`config.mk`:
```
export PLATFORM = sky130hd
export DESIGN_NAME = dsp_chain_sop_drain_flat
export DESIGN_NICKNAME = d
export VERILOG_FILES = /design/src/rtl/dsp_chain_pkg.sv /design/src/rtl/dsp_chain_sop_drain_if.sv /design/src/rtl/sop_result_fifo.sv /design/src/rtl/dsp_chain_sop_drain.sv /design/src/flat_wrapper.sv
export SDC_FILE = /design/constraint.sdc
export NUM_CORES = 1
export LEC_CHECK = 0
export BUFFER_PORTS_ARGS = -buffer_cell sky130_fd_sc_hd__buf_2
export CAP_MARGIN = 20
export CORE_UTILIZATION = 56
export CTS_CLUSTER_DIAMETER = 120
export DETAILED_ROUTE_END_ITERATION = 8
export GPL_TIMING_DRIVEN = 0
export HOLD_SLACK_MARGIN = 0.08
export PLACE_DENSITY = 0.76
export SLEW_MARGIN = 20
export SYNTH_ARGS = -nofsm -noshare
export SYNTH_HDL_FRONTEND = slang
export SYNTH_SLANG_ARGS = --single-unit
```
`constraint.sdc`:
```
create_clock -name clk -period 6.55 [get_ports clk]
set_clock_uncertainty 0.2 [all_clocks]
set_input_delay 0.655 -clock clk [delete_from_list [all_inputs] [get_ports clk]]
set_output_delay 0.655 -clock clk [all_outputs]
set_load 0.1 [all_outputs]
```
`src/rtl/dsp_chain_pkg.sv`:
```
// Shared types and helpers for the integer SOP DSP chain.
// Holds chain widths, the accumulator state encoding and the overflow classifier.
package dsp_chain_pkg;

  localparam int CHAIN_RES_W = 37;
  localparam int ACC_W_DEF   = 48;
  localparam int CNT_W_DEF   = 16;

  typedef enum logic {ST_IDLE, ST_ACCUM} acc_state_e;

  typedef enum logic [1:0] {SAT_NONE, SAT_POS, SAT_NEG} sat_kind_e;

  typedef struct packed {
    logic signed [ACC_W_DEF-1:0] data;
    logic [CNT_W_DEF-1:0]        beats;
    logic                        sat;
  } sop_entry_t;

  // Classifies an ACC_W+1 sum from its top two bits: 01 ran past +max, 10 past -min.
  function automatic sat_kind_e sat_kind(input logic [1:0] top2);
    case (top2)
      2'b01:   return SAT_POS;
      2'b10:   return SAT_NEG;
      default: return SAT_NONE;
    endcase
  endfunction

endpackage

```
`src/rtl/dsp_chain_sop_drain_if.sv`:
```
// Handshake bundle between the SOP chain tail, the drain block and its consumer.
// The slave side is the drain; the master side is whoever drives the chain and consumes totals.
interface dsp_chain_sop_drain_if #(
  parameter int IN_W  = 37,
  parameter int ACC_W = 48,
  parameter int CNT_W = 16,
  parameter int DEPTH = 8
);
  localparam int CW = $clog2(DEPTH) + 1;

  logic                    in_valid;
  logic                    in_last;
  logic signed [IN_W-1:0]  in_result;
  logic                    in_ready;
  logic                    out_valid;
  logic                    out_ready;
  logic signed [ACC_W-1:0] out_data;
  logic [CNT_W-1:0]        out_beats;
  logic                    out_sat;
  logic                    overflow_err;
  logic [CW-1:0]           count;

  modport master (
    output in_valid, in_last, in_result, out_ready,
    input  in_ready, out_valid, out_data, out_beats, out_sat, overflow_err, count
  );

  modport slave (
    input  in_valid, in_last, in_result, out_ready,
    output in_ready, out_valid, out_data, out_beats, out_sat, overflow_err, count
  );
endinterface

```
`src/rtl/sop_result_fifo.sv`:
```
// Synchronous result FIFO: head read from registers only, push+pop allowed even when full.
// Also produces the registered early-warning ready and the sticky drop flag.
module sop_result_fifo #(
  parameter int WIDTH = 65,
  parameter int DEPTH = 8,
  parameter int SKID  = 4
) (
  input  logic                     clk,
  input  logic                     reset,
  input  logic                     push,
  input  logic [WIDTH-1:0]         push_data,
  input  logic                     pop_req,
  output logic                     out_valid,
  output logic [WIDTH-1:0]         out_data,
  output logic [$clog2(DEPTH):0]   count,
  output logic                     ready,
  output logic                     overflow
);
  localparam int AW = $clog2(DEPTH);
  localparam int CW = AW + 1;

  logic [WIDTH-1:0] mem [DEPTH];
  logic [AW-1:0]    rd_ptr;
  logic [AW-1:0]    wr_ptr;
  logic             full;
  logic             pop;
  logic             push_ok;
  logic [CW-1:0]    count_nxt;

  assign full      = (count == CW'(DEPTH));
  assign out_valid = (count != '0);
  assign pop       = out_valid & pop_req;
  // When full and popping, wr_ptr equals rd_ptr: the slot being vacated takes the new entry.
  assign push_ok   = push & (~full | pop);
  assign count_nxt = count + CW'(push_ok) - CW'(pop);
  assign out_data  = out_valid ? mem[rd_ptr] : '0;

  always_ff @(posedge clk or posedge reset) begin
    if (reset) begin
      rd_ptr   <= '0;
      wr_ptr   <= '0;
      count    <= '0;
      ready    <= 1'b1;
      overflow <= 1'b0;
    end else begin
      if (push_ok) wr_ptr <= wr_ptr + AW'(1);
      if (pop)     rd_ptr <= rd_ptr + AW'(1);
      count <= count_nxt;
      ready <= (DEPTH - int'(count_nxt)) > SKID;
      if (push & ~push_ok) overflow <= 1'b1;
    end
  end

  always_ff @(posedge clk) begin
    if (push_ok) mem[wr_ptr] <= push_data;
  end

endmodule

```
`src/rtl/dsp_chain_sop_drain.sv`:
```
// Tail of the SOP chain: folds beats into per-group totals and queues them for a consumer.
// The chain cannot stall, so in_ready is only advisory and drops are flagged via overflow_err.
module dsp_chain_sop_drain
  import dsp_chain_pkg::*;
#(
  parameter int IN_W     = CHAIN_RES_W,
  parameter int ACC_W    = ACC_W_DEF,
  parameter int DEPTH    = 8,
  parameter int SKID     = 4,
  parameter int SATURATE = 1,
  parameter int CNT_W    = CNT_W_DEF
) (
  input  logic                  clk,
  input  logic                  reset,
  dsp_chain_sop_drain_if.slave  bus
);
  localparam int EW = ACC_W + CNT_W + 1;

  acc_state_e              state_p0;
  logic signed [ACC_W-1:0] acc_p0;
  logic [CNT_W-1:0]        beats_p0;
  logic                    sat_p0;

  logic signed [ACC_W-1:0] in_ext;
  logic signed [ACC_W-1:0] base;
  logic [ACC_W:0]          sum_wide;
  sat_kind_e               kind;
  logic signed [ACC_W-1:0] sum;
  logic [CNT_W-1:0]        beats_base;
  logic [CNT_W-1:0]        beats_nxt;
  logic                    sat_nxt;
  logic                    push;
  logic [EW-1:0]           head;

  function automatic logic signed [ACC_W-1:0] clamp(input logic [ACC_W:0] s, input sat_kind_e k);
    if (SATURATE == 0 || k == SAT_NONE) return s[ACC_W-1:0];
    if (k == SAT_POS) return {1'b0, {(ACC_W-1){1'b1}}};
    return {1'b1, {(ACC_W-1){1'b0}}};
  endfunction

  always_comb begin
    in_ext     = {{(ACC_W-IN_W){bus.in_result[IN_W-1]}}, bus.in_result};
    base       = (state_p0 == ST_ACCUM) ? acc_p0 : '0;
    sum_wide   = {base[ACC_W-1], base} + {in_ext[ACC_W-1], in_ext};
    kind       = sat_kind(sum_wide[ACC_W -: 2]);
    sum        = clamp(sum_wide, kind);
    beats_base = (state_p0 == ST_ACCUM) ? beats_p0 : '0;
    beats_nxt  = (&beats_base) ? beats_base : beats_base + CNT_W'(1);
    sat_nxt    = ((state_p0 == ST_ACCUM) & sat_p0) | (kind != SAT_NONE);
  end

  assign push = bus.in_valid & bus.in_last;

  // Stage p0: open-group accumulator; a closing beat hands its total to the FIFO.
  always_ff @(posedge clk or posedge reset) begin
    if (reset) begin
      state_p0 <= ST_IDLE;
      acc_p0   <= '0;
      beats_p0 <= '0;
      sat_p0   <= 1'b0;
    end else if (bus.in_valid) begin
      if (bus.in_last) begin
        state_p0 <= ST_IDLE;
        acc_p0   <= '0;
        beats_p0 <= '0;
        sat_p0   <= 1'b0;
      end else begin
        state_p0 <= ST_ACCUM;
        acc_p0   <= sum;
        beats_p0 <= beats_nxt;
        sat_p0   <= sat_nxt;
      end
    end
  end

  sop_result_fifo #(
    .WIDTH (EW),
    .DEPTH (DEPTH),
    .SKID  (SKID)
  ) u_fifo (
    .clk       (clk),
    .reset     (reset),
    .push      (push),
    .push_data ({sum, beats_nxt, sat_nxt}),
    .pop_req   (bus.out_ready),
    .out_valid (bus.out_valid),
    .out_data  (head),
    .count     (bus.count),
    .ready     (bus.in_ready),
    .overflow  (bus.overflow_err)
  );

  assign {bus.out_data, bus.out_beats, bus.out_sat} = head;

endmodule

```
`src/flat_wrapper.sv`:
```
// flat-port wrapper written by rule: the top's interface ports become plain ports
module dsp_chain_sop_drain_flat import dsp_chain_pkg::*;
#(
  parameter int IN_W     = CHAIN_RES_W,
  parameter int ACC_W    = ACC_W_DEF,
  parameter int DEPTH    = 8,
  parameter int SKID     = 4,
  parameter int SATURATE = 1,
  parameter int CNT_W    = CNT_W_DEF
)
  (clk, reset, bus_in_valid, bus_in_last, bus_in_result, bus_out_ready, bus_in_ready, bus_out_valid, bus_out_data, bus_out_beats, bus_out_sat, bus_overflow_err, bus_count);
  dsp_chain_sop_drain_if #(.IN_W(IN_W), .ACC_W(ACC_W), .CNT_W(CNT_W), .DEPTH(DEPTH)) bus_i ();
  input  logic clk;
  input  logic reset;
  input wire logic [$bits(bus_i.in_valid)-1:0] bus_in_valid;
  input wire logic [$bits(bus_i.in_last)-1:0] bus_in_last;
  input wire logic [$bits(bus_i.in_result)-1:0] bus_in_result;
  input wire logic [$bits(bus_i.out_ready)-1:0] bus_out_ready;
  output wire logic [$bits(bus_i.in_ready)-1:0] bus_in_ready;
  output wire logic [$bits(bus_i.out_valid)-1:0] bus_out_valid;
  output wire logic [$bits(bus_i.out_data)-1:0] bus_out_data;
  output wire logic [$bits(bus_i.out_beats)-1:0] bus_out_beats;
  output wire logic [$bits(bus_i.out_sat)-1:0] bus_out_sat;
  output wire logic [$bits(bus_i.overflow_err)-1:0] bus_overflow_err;
  output wire logic [$bits(bus_i.count)-1:0] bus_count;
  assign bus_i.in_valid = bus_in_valid;
  assign bus_i.in_last = bus_in_last;
  assign bus_i.in_result = bus_in_result;
  assign bus_i.out_ready = bus_out_ready;
  assign bus_in_ready = bus_i.in_ready;
  assign bus_out_valid = bus_i.out_valid;
  assign bus_out_data = bus_i.out_data;
  assign bus_out_beats = bus_i.out_beats;
  assign bus_out_sat = bus_i.out_sat;
  assign bus_overflow_err = bus_i.overflow_err;
  assign bus_count = bus_i.count;
  dsp_chain_sop_drain #(.IN_W(IN_W), .ACC_W(ACC_W), .DEPTH(DEPTH), .SKID(SKID), .SATURATE(SATURATE), .CNT_W(CNT_W)) u_core (.clk(clk), .reset(reset), .bus(bus_i));
endmodule
```
# Word level (Yosys, flattened, before mapping)
# Memories as Yosys holds them, arrays and structs flattened.
# Index checks and enable logic that the tools add are counted.
[word_totals] ff_bits=78 mem_bits_rw=520 in_bits=42 out_inout_bits=72 wordCells=53 mem_count=1
[memory_table] memory="u_core.u_fifo.mem" depth=8 width=65 read_ports=1 rd_ports_with_merged_regs=0 write_ports=1 line="sop_result_fifo.sv:22" source="logic [WIDTH-1:0] mem [DEPTH];"
[classes] add_sub_neg=7 magnitude_cmp=1 n_eq_ne=4 n_mux=18 bitwise_logic=9 n_reduce_logical=4
[ops] op="48-bit 2-to-1 mux" count=6
[ops] op="65-bit 2-to-1 mux" count=1
[ops] op="48-bit by 37-bit adder with 49-bit output" count=1
[ops] op="16-bit 2-to-1 mux" count=3
[ops] op="16-bit by 1-bit adder with 16-bit output, second input constant" count=1
[ops] op="16-bit AND reduction" count=1
[ops] op="1-bit 2-to-1 mux" count=7
[ops] op="3-bit by 1-bit adder with 3-bit output, second input constant" count=2
[ops] op="1-bit AND" count=5
[ops] op="5-bit by 4-bit > comparator with 1-bit output, second input constant" count=1
[ops] op="4-bit by 4-bit subtractor with 5-bit output, first input constant" count=1
[ops] op="4-bit by 1-bit adder with 4-bit output" count=1
[ops] op="2-bit by 1-bit equality test with 1-bit output, second input constant" count=2
[ops] op="4-bit equality test, second input constant" count=1
[ops] op="2-bit one-hot mux with 2 select lines" count=1
[ops] op="4-bit nonzero test" count=1
[ops] op="4-bit by 1-bit subtractor with 4-bit output" count=1
[ops] op="2-bit equality test, second input constant" count=1
[ops] op="2-bit zero test" count=1
[ops] op="1-bit inverter" count=2
[ops] op="1-bit bitwise OR" count=2
[ops] op="2-bit nonzero test" count=1

# Longest topological paths before layout
[depth] ltp_word=10 mapped_depth=22 depth_no_buf=18

# Hierarchy
# Synthesis repeated with hierarchy kept, for this count alone.
[hier_totals] hier_cells=1642 area_unflattened_um2=26535.4
[by_module_without_submodules] mod="sop_result_fifo" n_inst=1 cells_per_inst=830 area_each_um2=20139.3
[by_module_without_submodules] mod="dsp_chain_sop_drain" n_inst=1 cells_per_inst=812 area_each_um2=6396.1

# Least setup slack after synthesis
# Ideal clock, no wire load.
[synth_path] path_type="register to register" start="reg u_core.u_fifo.count[2]" end="mem u_core.u_fifo.mem[0][0], enable pin" setup_ns=0.568 arrival_time_ns=7.371 required_ns=5.782 path_slack_ns=-1.588 stages_incl_launch_ff=10 synth_period_minus_slack_ns=8.138 path_cell_list="dfrtp_1 > inv_1 > ha_1 > and2_1 > inv_1 > and2_1 > clkbuf_1 > nor2_1 > or3_1 > nor3_1"
[synth_between] elab_chain_len=6 word_cells_on_any_way=8
[synth_rtl] item="from (decl)" line="sop_result_fifo.sv:15" source="output logic [$clog2(DEPTH):0] count,"
[synth_rtl] item="from (signal assigned)" line="sop_result_fifo.sv:48" source="count <= count_nxt;"
[synth_rtl] item="4-bit nonzero test" line="sop_result_fifo.sv:31" source="assign out_valid = (count != '0);"
[synth_rtl] item="net bus_out_valid" line="flat_wrapper.sv:20" source="output wire logic [$bits(bus_i.out_valid)-1:0] bus_out_valid;"
[synth_rtl] item="1-bit AND" line="sop_result_fifo.sv:32" source="assign pop = out_valid & pop_req;"
[synth_rtl] item="1-bit bitwise OR" line="sop_result_fifo.sv:34" source="assign push_ok = push & (~full | pop);"
[synth_rtl] item="1-bit AND" line="sop_result_fifo.sv:34"
[synth_rtl] item="1-bit 2-to-1 mux" line="sop_result_fifo.sv:55" source="if (push_ok) mem[wr_ptr] <= push_data;"
[synth_rtl] item="1-bit 2-to-1 mux (implied by the code)" line="sop_result_fifo.sv:55"
[synth_rtl] item="to (decl)" line="sop_result_fifo.sv:22"
# The timed path passes the listed nets, and every way through them passes these cells.

# Worst setup path in the final report
[layout_path] start="reg u_core.state_p0" end="mem u_core.u_fifo.mem[2][56], data pin"
[layout_between] elab_chain_len=9 word_cells_on_any_way=14
[layout_rtl] item="from (decl)" line="dsp_chain_sop_drain.sv:19" source="acc_state_e state_p0;"
[layout_rtl] item="from (signal assigned)" line="dsp_chain_sop_drain.sv:57" source="state_p0 <= ST_IDLE;"
[layout_rtl] item="from (signal assigned)" line="dsp_chain_sop_drain.sv:63" source="state_p0 <= ST_IDLE;"
[layout_rtl] item="from (signal assigned)" line="dsp_chain_sop_drain.sv:68" source="state_p0 <= ST_ACCUM;"
[layout_rtl] item="48-bit 2-to-1 mux *" line="dsp_chain_sop_drain.sv:43" source="base = (state_p0 == ST_ACCUM) ? acc_p0 : '0;"
[layout_rtl] item="48-bit by 37-bit adder with 49-bit output *" line="dsp_chain_sop_drain.sv:44" source="sum_wide = {base[ACC_W-1], base} + {in_ext[ACC_W-1], in_ext};"
[layout_rtl] item="2-bit equality test / 2-bit by 1-bit equality test with 1-bit output (equally long branches)" line="dsp_chain_pkg.sv:21" source="case (top2)"
[layout_rtl] item="2-bit one-hot mux with 2 select lines" line="dsp_chain_pkg.sv:21"
[layout_rtl] item="2-bit by 1-bit equality test with 1-bit output" line="dsp_chain_sop_drain.sv:37" source="if (k == SAT_POS) return {1'b0, {(ACC_W-1){1'b1}}};"
[layout_rtl] item="1-bit 2-to-1 mux (2 in a row)" line="dsp_chain_sop_drain.sv:37"
[layout_rtl] item="48-bit 2-to-1 mux" line="dsp_chain_sop_drain.sv:38" source="return {1'b1, {(ACC_W-1){1'b0}}};"
[layout_rtl] item="48-bit 2-to-1 mux *" line="dsp_chain_sop_drain.sv:37"
[layout_rtl] item="net u_core.sum[39]" line="dsp_chain_sop_drain.sv:28" source="logic signed [ACC_W-1:0] sum;"
# The timed path passes the listed nets; every way through them passes the cells marked *. The select of a mux whose other input is x is not followed.

==> flow_summary.yaml <==
timing:
  setup_violations: 0
  rsz0062_at_grt: "false"
  timing.final.crit_share_pct: 94.88
  finalSetupTns_ns: 0
  min_period_ns: 6.215
  slew_headroom_pct: 26.25
  worst_slew_pin_slew_ns: 1.106
  hold_viol: 0
  clock.fmax_mhz: 160.9
  slew_viol_final: 0
placed_design:
  io_buffers: 112
  gp_congestion: 0.8914
  post-dp-hpwl_mm: 42.34
outcome:
  run_status: "complete, but fails checks"
  violations: "design-rule violations"
critical_path:
  critPathArrivalTime_ns: 6.29
  critical_path.n_buffers_inverters: 6
  max_stage_delay_ns: 0.49
  crit_required_ns: 6.63
  crit_family: "buffers and inverters"
  cp-end-kind: "flip-flop"
  path_class: "flip-flop to flip-flop"
  crit_chain: "clkbuf_1, clkbuf_4, clkbuf_2, and2_1, ha_1, nand2_1, a2111oi_2, o21ai_1, a21boi_1, o21ai_0, a21oi_1, mux2_2, or2_2, ha_1, inv_1, nand2_1, clkbuf_2, clkbuf_2, nand2_1"
  cp-start-kind: "flip-flop"
  critPathMaxFanout: 10
  cp_slowest_cell: "a2111oi_2"
yosys:
  synth_mux_area_share_pct: 13.61
  async_flop_share_pct: 13.04
  synth_edf_count: 520
  postSynthCellCount: 1658
  ys_seq_elements: 598
  synth.distinct_cells: 75
  ys_seq_area_share_pct: 65.97
  yosys_warnings: 0
  synth_area_um2: 26630
  mappedNetlistNets: 1760
  synth_compound_area_share_pct: 7.499
  synth_xor_area_share_pct: 2.072
  avgSynthCellArea_um2: 16.06
  synth_flop_cell: "edfxtp_1"
  synth_simple_gate_area_share_pct: 6.352
  synth_fa_ha_area_share_pct: 2.876
  synth_top_family_by_area: "multiplexers"
routing:
  drt-pass1-iter-count: 7
  drt_wl_total_mm: 63.65
  avgRoutedWirePerCell_um: 25.28
  viasPerCell: 6.317
  drc: 7
  vias: 15907
  drtIter0Drc: 1667
  ant_nets: 0
clocking:
  cts_buffers: 58
  post_cts_buffers: 0
  cts_buffer_depth: 3
  cts_tree: "done"
  htree_num_levels: 2
  root_buffer: "clkbuf_16"
  path_clk_slew_ns: 0.06
  cts.sinks: 598
  clk_latency_ns: 0.61
cells_and_area:
  fill_cells: 3172
  syn_to_final_growth_pct: 15.13
  layout.cells.most_common: "edfxtp_1"
  layout.nets: 1964
  multi_input_area_um2: 8706
  layout_common_cells: "edfxtp_1 (520), mux4_2 (130), buf_2 (116)"
  diodes: 0
  drive_gt1_share_pct: 22.08
  regArea_um2: 17570
global_routing:
  grt_pass1_wl_mm: 95.54
  grt_overflow_total: 0
  grtUsageTotal_pct: 27.00
  first_global_vias: 15845
  antenna_found_initial: 1
  grt_max_degree: 51
hold_path:
  hp-class: "flip-flop to flip-flop"
die:
  die-area_um2: 48430
  num_io_pins: 114
  core_um2: 46750
  die_y_um: 220.1
  die_x_um: 220.1
  num_rows: 79
  initial_core_util_pct: 56.96
flow_run:
  drv_cap: 0
cells by family (layout without fill, tap and decap cells):
group | count (synthesis) | after routing
compound gates | 268 | 268
flops | 598 | 598
mux | 199 | 199
buf+inv | 113 | 366
fa+ha+maj | 60 | 60
simple gates | 357 | 357
xor+xnor | 63 | 63
metrics by stage:
| stage | setup WS (ns) | instances | util, % | hold slack (ns) | cell area, um2 |
|---|---|---|---|---|---|
| final | 0.3354 | 2518 | 65.58 | 0.3034 | 30660 |
| after CTS | -0.01580 | 2518 | 65.53 | 0.3057 | 30640 |
| after global placement | -1.876 | 2377 | 59.80 | 0.2490 | 27960 |
| after global routing | 0.05800 | 2518 | 65.58 | 0.3164 | 30660 |
| after floorplan | 0.1562 | 1658 | - | 0.2560 | 26640 |
| after detailed placement | -0.6475 | 2408 | 61.32 | 0.2894 | 28670 |
what timing repair did:
item,4_1_cts,5_1_grt
endpoints found under the hold margin,28,0
endpoints found under the setup margin,367,305
cloned,0,0
resized for setup,7,20
hold buffers,1,0
synth_stat cells, drive strengths merged (5+ instances only):
master / number / area (um2)
dfrtp: 77 / 1927
nor2: 104 / 392.9
nand4: 13 / 81.33
ha: 58 / 725.7
a21o: 36 / 270.3
buf: 25 / 98.85
a31oi: 9 / 62.56
mux2i: 65 / 650.6
a221o: 22 / 220.2
o21ai: 54 / 274.0
nand2: 110 / 412.9
nand3: 21 / 122.6
xnor2: 31 / 271.5
edfxtp: 520 / 15610
inv: 20 / 75.07
a21oi: 55 / 282.8
a22o: 36 / 315.3
and3: 10 / 62.56
and2: 61 / 384.1
nor3: 13 / 65.06
o31ai: 6 / 63.81
nor2b: 6 / 37.54
a211oi: 7 / 62.56
mux4: 130 / 2928
o2bb2ai: 5 / 43.79
clkbuf: 67 / 254.0
xor2: 32 / 280.3
nor4: 5 / 37.53
cell type report:
type                       instances  share of cell area, %
buffer                            92                  1.212
multi-input combinational        947                  28.40
inverter                          21                 0.2653
timing repair buffer             144                  3.975
tap                              607                  2.477
clock buffer                      75                  5.179
sequential                       598                  57.30
clock inverter                    34                  1.196
path summary, 6_finish.rpt:
kind,from,endpoint,slack (ns),cells past startpoint
min reg2reg,u_core.acc_p0[9],u_core.acc_p0[9],0.30,1
max reg2reg,u_core.state_p0,u_core.u_fifo.mem[2][56],0.34,19
min,u_core.acc_p0[9],u_core.acc_p0[9],0.30,1
min in group asynchronous,reset,u_core.acc_p0[29],0.41,3
max in group asynchronous,reset,u_core.u_fifo.ready,5.05,4
max,u_core.state_p0,u_core.u_fifo.mem[2][56],0.34,19
sequential cells by signal (all words and copies together) (netlist names):
signal,cells
u_core.beats_p0,16
u_core.u_fifo.count,4
u_core.u_fifo.overflow,1
u_core.u_fifo.ready,1
u_core.u_fifo.mem,520
u_core.acc_p0,48
u_core.state_p0,1
u_core.u_fifo.rd_ptr,3
u_core.u_fifo.wr_ptr,3
u_core.sat_p0,1
per-layer routing:
metal	track usage [%]	part of all wire (%)	wire (um)
met2	42.61	48	30340
met3	5.728	8.1	5160
met4	8.368	2.9	1819
met5	0	0	0
met1	37.90	41	26330
Power is not shown: default switching activity piles up to over one toggle a cycle in this logic, so the estimate is an artifact.
